==> config.mk <==
export PLATFORM = sky130hd
export DESIGN_NAME = abc_rr_scheduler_flat
export DESIGN_NICKNAME = d
export VERILOG_FILES = /design/src/rtl/abc_rr_scheduler_if.sv /design/src/rtl/abc_rr_scheduler.sv /design/src/flat_wrapper.sv
export SDC_FILE = /design/constraint.sdc
export NUM_CORES = 1
export LEC_CHECK = 0
export CAP_MARGIN = 5
export CELL_PAD_IN_SITES_DETAIL_PLACEMENT = 1
export CELL_PAD_IN_SITES_GLOBAL_PLACEMENT = 1
export CORE_MARGIN = 3
export CORE_UTILIZATION = 32
export DETAILED_ROUTE_END_ITERATION = 6
export PLACE_DENSITY = 0.81
export SYNTH_ARGS = -nofsm -noshare
export SYNTH_HDL_FRONTEND = slang
export SYNTH_SLANG_ARGS = --single-unit
==> constraint.sdc <==
create_clock -name clk -period 3.1 [get_ports clk]
set_input_delay 0.465 -clock clk [delete_from_list [all_inputs] [get_ports clk]]
set_output_delay 0.465 -clock clk [all_outputs]
set_load 0.01 [all_outputs]
==> src/rtl/abc_rr_scheduler_if.sv <==
// Requester/evaluator bundle for the round-robin scheduler.
// The slave side is the scheduler; the master side drives requests and d_i.
interface abc_rr_scheduler_if #(
  parameter int NREQ = 3
);
  logic [NREQ-1:0]   req;
  logic [3*NREQ-1:0] opnd;
  logic [NREQ-1:0]   gnt;
  logic              a_o;
  logic              b_o;
  logic              c_o;
  logic              d_i;
  logic              res_valid;
  logic              res_d;
  logic [1:0]        res_id;
  logic              busy;

  modport master (
    output req, opnd, d_i,
    input  gnt, a_o, b_o, c_o,
    input  res_valid, res_d, res_id, busy
  );

  modport slave (
    input  req, opnd, d_i,
    output gnt, a_o, b_o, c_o,
    output res_valid, res_d, res_id, busy
  );
endinterface

==> src/rtl/abc_rr_scheduler.sv <==
// Round-robin scheduler sharing one combinational {a,b,c}->d evaluator
// among NREQ requesters; operands are held for SETTLE cycles before d_i is sampled.
module abc_rr_scheduler #(
  parameter int NREQ   = 3,
  parameter int SETTLE = 1
) (
  input logic clk,
  input logic reset,
  abc_rr_scheduler_if.slave bus
);

  typedef enum logic {
    IDLE  = 1'b0,
    DRIVE = 1'b1
  } state_e;

  localparam int CW = (SETTLE > 1) ? $clog2(SETTLE) : 1;

  state_e          state_q, state_d;
  logic [CW-1:0]   cnt_q, cnt_d;
  logic [1:0]      last_q, last_d;
  logic            a_q, a_d;
  logic            b_q, b_d;
  logic            c_q, c_d;
  logic            rv_q, rv_d;
  logic            rd_q, rd_d;
  logic [1:0]      rid_q, rid_d;

  logic [3:0]      req4;
  logic [2:0]      scan;
  logic [1:0]      win;
  logic            hit;
  logic [2:0]      sel;
  logic [NREQ-1:0] gnt_c;
  logic            busy_c;

  // Scan last+1, last+2, ... modulo NREQ; first set request wins.
  always_comb begin
    req4 = 4'(bus.req);
    scan = '0;
    win  = last_q;
    hit  = 1'b0;
    for (int k = 1; k <= NREQ; k++) begin
      scan = {1'b0, last_q} + 3'(k);
      if (scan >= 3'(NREQ)) scan = scan - 3'(NREQ);
      if (!hit && req4[scan[1:0]]) begin
        hit = 1'b1;
        win = scan[1:0];
      end
    end
    sel = '0;
    for (int i = 0; i < NREQ; i++) begin
      if (win == 2'(i)) sel = bus.opnd[3*i +: 3];
    end
  end

  always_ff @(posedge clk or posedge reset) begin
    if (reset) state_q <= IDLE;
    else       state_q <= state_d;
  end

  always_comb begin
    state_d = state_q;
    unique case (state_q)
      IDLE:    if (hit) state_d = DRIVE;
      DRIVE:   if (cnt_q == '0) state_d = IDLE;
      default: state_d = IDLE;
    endcase
  end

  // The grant is decoded from the owner index so it can never be multi-hot.
  always_comb begin
    busy_c = (state_q == DRIVE);
    gnt_c  = '0;
    for (int i = 0; i < NREQ; i++) begin
      gnt_c[i] = busy_c && (last_q == 2'(i));
    end
  end

  always_comb begin
    cnt_d  = cnt_q;
    last_d = last_q;
    a_d    = a_q;
    b_d    = b_q;
    c_d    = c_q;
    rv_d   = 1'b0;
    rd_d   = rd_q;
    rid_d  = rid_q;
    unique case (state_q)
      IDLE: begin
        if (hit) begin
          last_d        = win;
          {a_d,b_d,c_d} = sel;
          cnt_d         = CW'(SETTLE - 1);
        end
      end
      DRIVE: begin
        if (cnt_q == '0) begin
          rv_d  = 1'b1;
          rd_d  = bus.d_i;
          rid_d = last_q;
        end else begin
          cnt_d = cnt_q - CW'(1);
        end
      end
      default: ;
    endcase
  end

  always_ff @(posedge clk or posedge reset) begin
    if (reset) begin
      cnt_q  <= '0;
      last_q <= 2'(NREQ - 1);
      a_q    <= 1'b0;
      b_q    <= 1'b0;
      c_q    <= 1'b0;
      rv_q   <= 1'b0;
      rd_q   <= 1'b0;
      rid_q  <= '0;
    end else begin
      cnt_q  <= cnt_d;
      last_q <= last_d;
      a_q    <= a_d;
      b_q    <= b_d;
      c_q    <= c_d;
      rv_q   <= rv_d;
      rd_q   <= rd_d;
      rid_q  <= rid_d;
    end
  end

  assign bus.gnt       = gnt_c;
  assign bus.busy      = busy_c;
  assign bus.a_o       = a_q;
  assign bus.b_o       = b_q;
  assign bus.c_o       = c_q;
  assign bus.res_valid = rv_q;
  assign bus.res_d     = rd_q;
  assign bus.res_id    = rid_q;

endmodule

==> src/flat_wrapper.sv <==
// flat-port wrapper written by rule: the top's interface ports become plain ports
module abc_rr_scheduler_flat 
#(
  parameter int NREQ   = 3,
  parameter int SETTLE = 1
)
  (clk, reset, bus_req, bus_opnd, bus_d_i, bus_gnt, bus_a_o, bus_b_o, bus_c_o, bus_res_valid, bus_res_d, bus_res_id, bus_busy);
  abc_rr_scheduler_if #(.NREQ(NREQ)) bus_i ();
  input logic clk;
  input logic reset;
  input wire logic [$bits(bus_i.req)-1:0] bus_req;
  input wire logic [$bits(bus_i.opnd)-1:0] bus_opnd;
  input wire logic [$bits(bus_i.d_i)-1:0] bus_d_i;
  output wire logic [$bits(bus_i.gnt)-1:0] bus_gnt;
  output wire logic [$bits(bus_i.a_o)-1:0] bus_a_o;
  output wire logic [$bits(bus_i.b_o)-1:0] bus_b_o;
  output wire logic [$bits(bus_i.c_o)-1:0] bus_c_o;
  output wire logic [$bits(bus_i.res_valid)-1:0] bus_res_valid;
  output wire logic [$bits(bus_i.res_d)-1:0] bus_res_d;
  output wire logic [$bits(bus_i.res_id)-1:0] bus_res_id;
  output wire logic [$bits(bus_i.busy)-1:0] bus_busy;
  assign bus_i.req = bus_req;
  assign bus_i.opnd = bus_opnd;
  assign bus_i.d_i = bus_d_i;
  assign bus_gnt = bus_i.gnt;
  assign bus_a_o = bus_i.a_o;
  assign bus_b_o = bus_i.b_o;
  assign bus_c_o = bus_i.c_o;
  assign bus_res_valid = bus_i.res_valid;
  assign bus_res_d = bus_i.res_d;
  assign bus_res_id = bus_i.res_id;
  assign bus_busy = bus_i.busy;
  abc_rr_scheduler #(.NREQ(NREQ), .SETTLE(SETTLE)) u_core (.clk(clk), .reset(reset), .bus(bus_i));
endmodule
-- Word level (Yosys, flattened, before mapping)
Index checks and enable logic that the tools add are counted.
- bits in registers: 11
- output and inout bits: 11
- bitwise operators: 2
- add/sub/neg operators: 7
- reduce and logical (&&, ||, !) cells: 11
- muxes and demuxes: 26
- eq/ne operators: 5
- magnitude comparators: 6
- operators by type and width (kind ; count):
    $mux W1 ; 12
    $mux W2 ; 6
    $ge A3 B2 Y1 const B ; 3
    $lt A2 B3 Y1 const B ; 3
    $mux W3 ; 3
    $add A2 B2 Y3 const B ; 2
    $bmux W1 S2 ; 3
    $sub A2 B2 Y2 const B ; 3
    $logic_and A1 B1 Y1 ; 5
    $eq A2 B1 Y1 const B ; 2
    $eq A2 B2 Y1 const B ; 2
    $logic_not A2 Y1 ; 2
    $pmux W1 S2 ; 2
    $reduce_and A2 Y1 ; 2
    $add A2 B1 Y3 const B ; 1
    $logic_not A1 Y1 ; 2
    $ne A2 B1 Y1 const B ; 1
    $not A1 Y1 ; 2
    $sub A1 B1 Y1 const B ; 1

-- Logic depth before layout (Yosys ltp)
- depth after elaboration: 16
- mapped depth: 9
- gate-level depth less buffers: 8

-- Worst setup path before layout
No wires, ideal clock.
- path kind: flip-flop to flip-flop
- from: register u_core.last_q[1]
- to: register u_core.a_q, in the netlist u_core.bus.a_o
- path buffers: 1
- setup time: 0.123 ns
- stages on the path, launching flop included: 10
- required time: 2.977 ns
- data arrival time: 2.459 ns
- setup slack: 0.518 ns
- cell sequence: dfstp_2 -> inv_1 -> ha_1 -> buf_6 -> mux2_4 -> a222oi_1 -> o21ai_1 -> a22oi_2 -> mux2i_1 -> a21oi_1
- cells in the longest elaborated chain, start to end: 16
- elaborated cells between the ends (all ways): 35
- RTL lines (item ; line ; text):
    start: declaration ; abc_rr_scheduler.sv:21 ; logic [1:0] last_q, last_d;
    start signal: assignment ; abc_rr_scheduler.sv:113 ; last_q <= 2'(NREQ - 1);
    start signal: assignment ; abc_rr_scheduler.sv:122 ; last_q <= last_d;
    $add A2 B1 Y3 ; abc_rr_scheduler.sv:44 ; scan = {1'b0, last_q} + 3'(k);
    $ge A3 B2 Y1 or $sub A2 B2 Y2 (tied branches) ; abc_rr_scheduler.sv:45 ; if (scan >= 3'(NREQ)) scan = scan - 3'(NREQ);
    $mux W2 ; abc_rr_scheduler.sv:45 ;
    $bmux W1 S2 ; abc_rr_scheduler.sv:46 ; if (!hit && req4[scan[1:0]]) begin
    $mux W1 (not written as such) ; abc_rr_scheduler.sv:46 ;
    $mux W1 ; abc_rr_scheduler.sv:46 ;
    $logic_not A1 Y1 ; abc_rr_scheduler.sv:46 ;
    $logic_and A1 B1 Y1 ; abc_rr_scheduler.sv:46 ;
    $mux W1 ; abc_rr_scheduler.sv:46 ;
    $logic_not A1 Y1 ; abc_rr_scheduler.sv:46 ;
    $logic_and A1 B1 Y1 ; abc_rr_scheduler.sv:46 ;
    $mux W2 ; abc_rr_scheduler.sv:46 ;
    $logic_not A2 Y1 ; abc_rr_scheduler.sv:53 ; if (win == 2'(i)) sel = bus.opnd[3*i +: 3];
    $mux W3 (3 in series) ; abc_rr_scheduler.sv:53 ;
    end signal: assignment ; abc_rr_scheduler.sv:114 ; a_q <= 1'b0;
    end signal: assignment ; abc_rr_scheduler.sv:123 ; a_q <= a_d;
    end: declaration ; abc_rr_scheduler.sv:22 ; logic a_q, a_d;
Parallel ways exist; a longest one is shown, timed or not. The select of a mux whose other input is x is not followed.
A chain may end at the register's enable or synchronous reset.

-- Worst setup path after layout
- from: register u_core.last_q[1]
- to: register u_core.b_q, in the netlist u_core.bus.b_o
- cells in the longest elaborated chain, start to end: 16
- elaborated cells between the ends (all ways): 35
- RTL lines (item ; line ; text):
    $add A2 B1 Y3 ; abc_rr_scheduler.sv:44 ;
    $ge A3 B2 Y1 or $sub A2 B2 Y2 (tied branches) ; abc_rr_scheduler.sv:45 ;
    $mux W2 ; abc_rr_scheduler.sv:45 ;
    $bmux W1 S2 ; abc_rr_scheduler.sv:46 ;
    $mux W1 (not written as such) ; abc_rr_scheduler.sv:46 ;
    $mux W1 ; abc_rr_scheduler.sv:46 ;
    $logic_not A1 Y1 ; abc_rr_scheduler.sv:46 ;
    $logic_and A1 B1 Y1 ; abc_rr_scheduler.sv:46 ;
    $mux W1 ; abc_rr_scheduler.sv:46 ;
    $logic_not A1 Y1 ; abc_rr_scheduler.sv:46 ;
    $logic_and A1 B1 Y1 ; abc_rr_scheduler.sv:46 ;
    $mux W2 ; abc_rr_scheduler.sv:46 ;
    $logic_not A2 Y1 ; abc_rr_scheduler.sv:53 ;
    $mux W3 (3 in series) ; abc_rr_scheduler.sv:53 ;
    end signal: assignment ; abc_rr_scheduler.sv:115 ; b_q <= 1'b0;
    end signal: assignment ; abc_rr_scheduler.sv:124 ; b_q <= b_d;
    end: declaration ; abc_rr_scheduler.sv:23 ; logic b_q, b_d;
Parallel ways exist; a longest one is shown, timed or not. The select of a mux whose other input is x is not followed.

==> summary.txt <==
Outcome
  • Outcome: finished clean

Detailed routing
  • Detail Route Antenna Nets: 0
  • Via count: 608
  • TritonRoute pass-1 iters: 4
  • Final WL: 1.81 mm
  • Vias per cell: 4.86
  • Initial drt markers: 4
  • Post-route DRC: 0
  • Drt wl/cell: 14.5 um

Worst setup path
  • CP endpoint kind: register
  • Setup CP Type: register to register
  • CP required: 3.21 ns
  • Data arrival, critical path: 3.00 ns
  • Startpoint types: register
  • Flop-to-flop setup slack: 0.21 ns
  • Reg2Reg Depth: 8
  • Reg2reg start: u_core.last_q[1]$_DFFE_PP1P_
  • CP max FO: 10
  • Reg2reg end: u_core.bus.b_o$_DFFE_PP0P_

STA
  • Count of final setup violators: 0
  • Slew headroom: 50.4%
  • Fmax: 346 MHz
  • Crit share post-route: 93.2%
  • Worst setup margin: 0.210 ns
  • Clock Skews: 0.00500 ns
  • Worst Tran Pin Value: 0.745 ns
  • Setup TNS: 0 ns
  • Fin. Hold Viols: 0
  • Period minus WS final: 2.89 ns
  • RSZ-0062 raised after global routing: no
  • Slew Limit Fails: 0

Finish
  • P&R area growth vs syn: 45.6%
  • Non-filler instance count after layout: 125
  • N_diodes: 0
  • Layout cell share with drive strength beyond 1: 22.4%
  • Total Nets Final: 119

Floorplan
  • Ports: 26
  • Site Rows: 16
  • Full die area: 0.00277 sq mm
  • Initial Util: 34.7%
  • Die width: 52.6 um
  • Die Ht: 52.6 um
  • Core Region: 0.00200 sq mm

Synthesis
  • Yosys top cell area share: 32.4%
  • Async SR Flop Fraction: 100%
  • Cell taking the most area after synthesis: dfrtp_1
  • Post-synth cell types: 25
  • Top-count cell post-synth: dfrtp_1
  • Ys flop type: dfrtp_1
  • Top area cells in the synthesized netlist: dfrtp_1 (32%), mux2_2 (11%), ha_1 (9.0%), mux2i_1 (5.8%), a21oi_1 (4.3%)
  • Post-synth EDFFs: 0
  • Synth warnings: 0
  • Net Count, Synth: 88
  • Mapped Avg Cell Area: 10.2 sq um
  • Mapped Cells: 68
  • Post-Syn Area: 694 sq um
  • Sequential fraction of the synthesis area: 36.2%
  • #FFs+latches synth: 10
  • Top post-synthesis cells by count: dfrtp_1 (9), mux2_2 (7), a21oi_1 (6), inv_1 (6), ha_1 (5)

Power and ir drop
  • Internal Power: 659 uW
  • Net Switching: 447 uW
  • Peak VDD IR: 0.479 mV
  • Switching share of power: 40.4%
  • Seq pwr share: 23.0%
  • Clock power frac: 8.2%
  • Pwr Density: 1090 mW/mm^2
  • PnR Total Power: 1.11 mW
  • Comb pwr share: 68.8%
  • Leak: 0.434 nW

Hold path
  • Min-delay worst type: input pin to asynchronous set/reset pin

CTS
  • Reg clk slew, reported paths: 0.06 ns
  • TritonCTS Sinks: 10
  • H-Tree Depth: 1
  • Post-cts hold buffer count: 0
  • CTS tree: done
  • Setup bufs post-CTS: 0
  • Worst skew pair latency: 0.26 ns
  • Longest Clk Path Bufs: 2
  • Post-CTS sizing: 0
  • CTS Buf Count: 3
  • Root Driver: clkbuf_4

GRT
  • Initial antenna violation count: 0
  • Vias in the first global route: 660
  • First-pass GRT wire length: 2.97 mm
  • Total track usage: 14.6%
  • Grt total ovfl: 0
  • Largest net degree at the start of global routing: 12

Placement
  • Dpl ws: 0.169 ns
  • Dpl cells: 121
  • RePlAce Congestion: 0.741
  • PortBufs: 25
  • DP Wirelength: 1.50 mm

Job
  • Max_cap viols: 0
power groups by stage:
| stage | clock network, mW | logic [mW] | registers [mW] |
|---|---|---|---|
| 6_report | 0.0912 | 0.761 | 0.254 |
| 4_1_cts | 0.0964 | 0.768 | 0.256 |
| 3_3_place_gp | 0 | 0.743 | 0.253 |
| 5_1_grt | 0.103 | 0.849 | 0.266 |
| 3_5_place_dp | 0 | 0.765 | 0.258 |
| 2_1_floorplan | 0 | 0.485 | 0.277 |
stage by stage:
| stage | util (%) | hold slack [ns] | cell area (sq um) |
|---|---|---|---|
| after detailed placement | 49.1 | 0.503 | 982 |
| after global placement | 49.1 | 0.493 | 982 |
| after CTS | 50.4 | 0.479 | 1010 |
| after global routing | 50.5 | 0.491 | 1010 |
| after floorplan | - | 0.304 | 694 |
| final | 50.5 | 0.474 | 1010 |
how the worst max path moves through the flow:
stage / from / to / slack, ns / cells past startpoint
final: u_core.last_q[1]$_DFFE_PP1P_ / u_core.bus.b_o$_DFFE_PP0P_ / 0.21 / 8
after floorplan: u_core.last_q[1]$_DFFE_PP1P_ / u_core.bus.a_o$_DFFE_PP0P_ / 0.52 / 9
after CTS: u_core.last_q[1]$_DFFE_PP1P_ / u_core.bus.b_o$_DFFE_PP0P_ / 0.16 / 8
after detailed placement: u_core.last_q[1]$_DFFE_PP1P_ / u_core.bus.b_o$_DFFE_PP0P_ / 0.17 / 8
after global routing: u_core.last_q[1]$_DFFE_PP1P_ / u_core.bus.b_o$_DFFE_PP0P_ / 0.04 / 8
after global placement: u_core.last_q[1]$_DFFE_PP1P_ / u_core.bus.b_o$_DFFE_PP0P_ / 0.24 / 8
registers in the layout, indices dropped and copies added, names as in the netlist:
name,count
u_core.bus.res_id,2
u_core.last_q,2
u_core.bus.a_o,1
u_core.bus.b_o,1
u_core.bus.busy,1
u_core.bus.c_o,1
u_core.bus.res_d,1
u_core.bus.res_valid,1
layout by cell type, fill, tap and decap left out, types with 4 or more instances in the layout:
master,netlist,routed
nor2_1,4,4
a21oi_1,6,6
ha_1,5,4
mux2_2,7,7
dfrtp_1,9,9
mux2i_1,4,4
clkdlybuf4s50_1,0,25
inv_1,6,6
cell type report:
class                           count  area, sq um
Multi-Input combinational cell     50          404
Fill cell                         238          991
Timing Repair Buffer               28          273
Inverter                            6         22.5
Sequential cell                    10          251
Clock buffer                        4         26.3
Tap cell                           27         33.8
per-layer routing:
| metal | wire length, um | track usage (%) | part of all wire (%) | vias up |
|---|---|---|---|---|
| li1 | - | - | - | 297 |
| met1 | 786 | 17.7 | 43 | 292 |
| met2 | 943 | 24.8 | 52 | 15 |
| met3 | 54 | 1.99 | 3.0 | 4 |
| met4 | 27 | 7.66 | 1.5 | 0 |
| met5 | 0 | 0 | 0 | - |
critical path, stage by stage, from the launching register on:
cell and delay, ns:
dfstp_2 0.57, inv_1 0.10, ha_2 0.46, mux2_4 0.33, a222oi_1 0.48, o21ai_1 0.15, a22oi_2 0.31, mux2i_1 0.26
a21oi_1 0.09
cells by family after synthesis:
logic type	share of synthesized area, %
AND/OR/NAND/NOR	12.1
buffers and inverters	5.95
adder cells (fa/ha/maj)	9.01
multiplexers	20.9
AO/OA/AOI/OAI	15.9
flip-flops	36.2
Power figures use the tool's default switching activity.
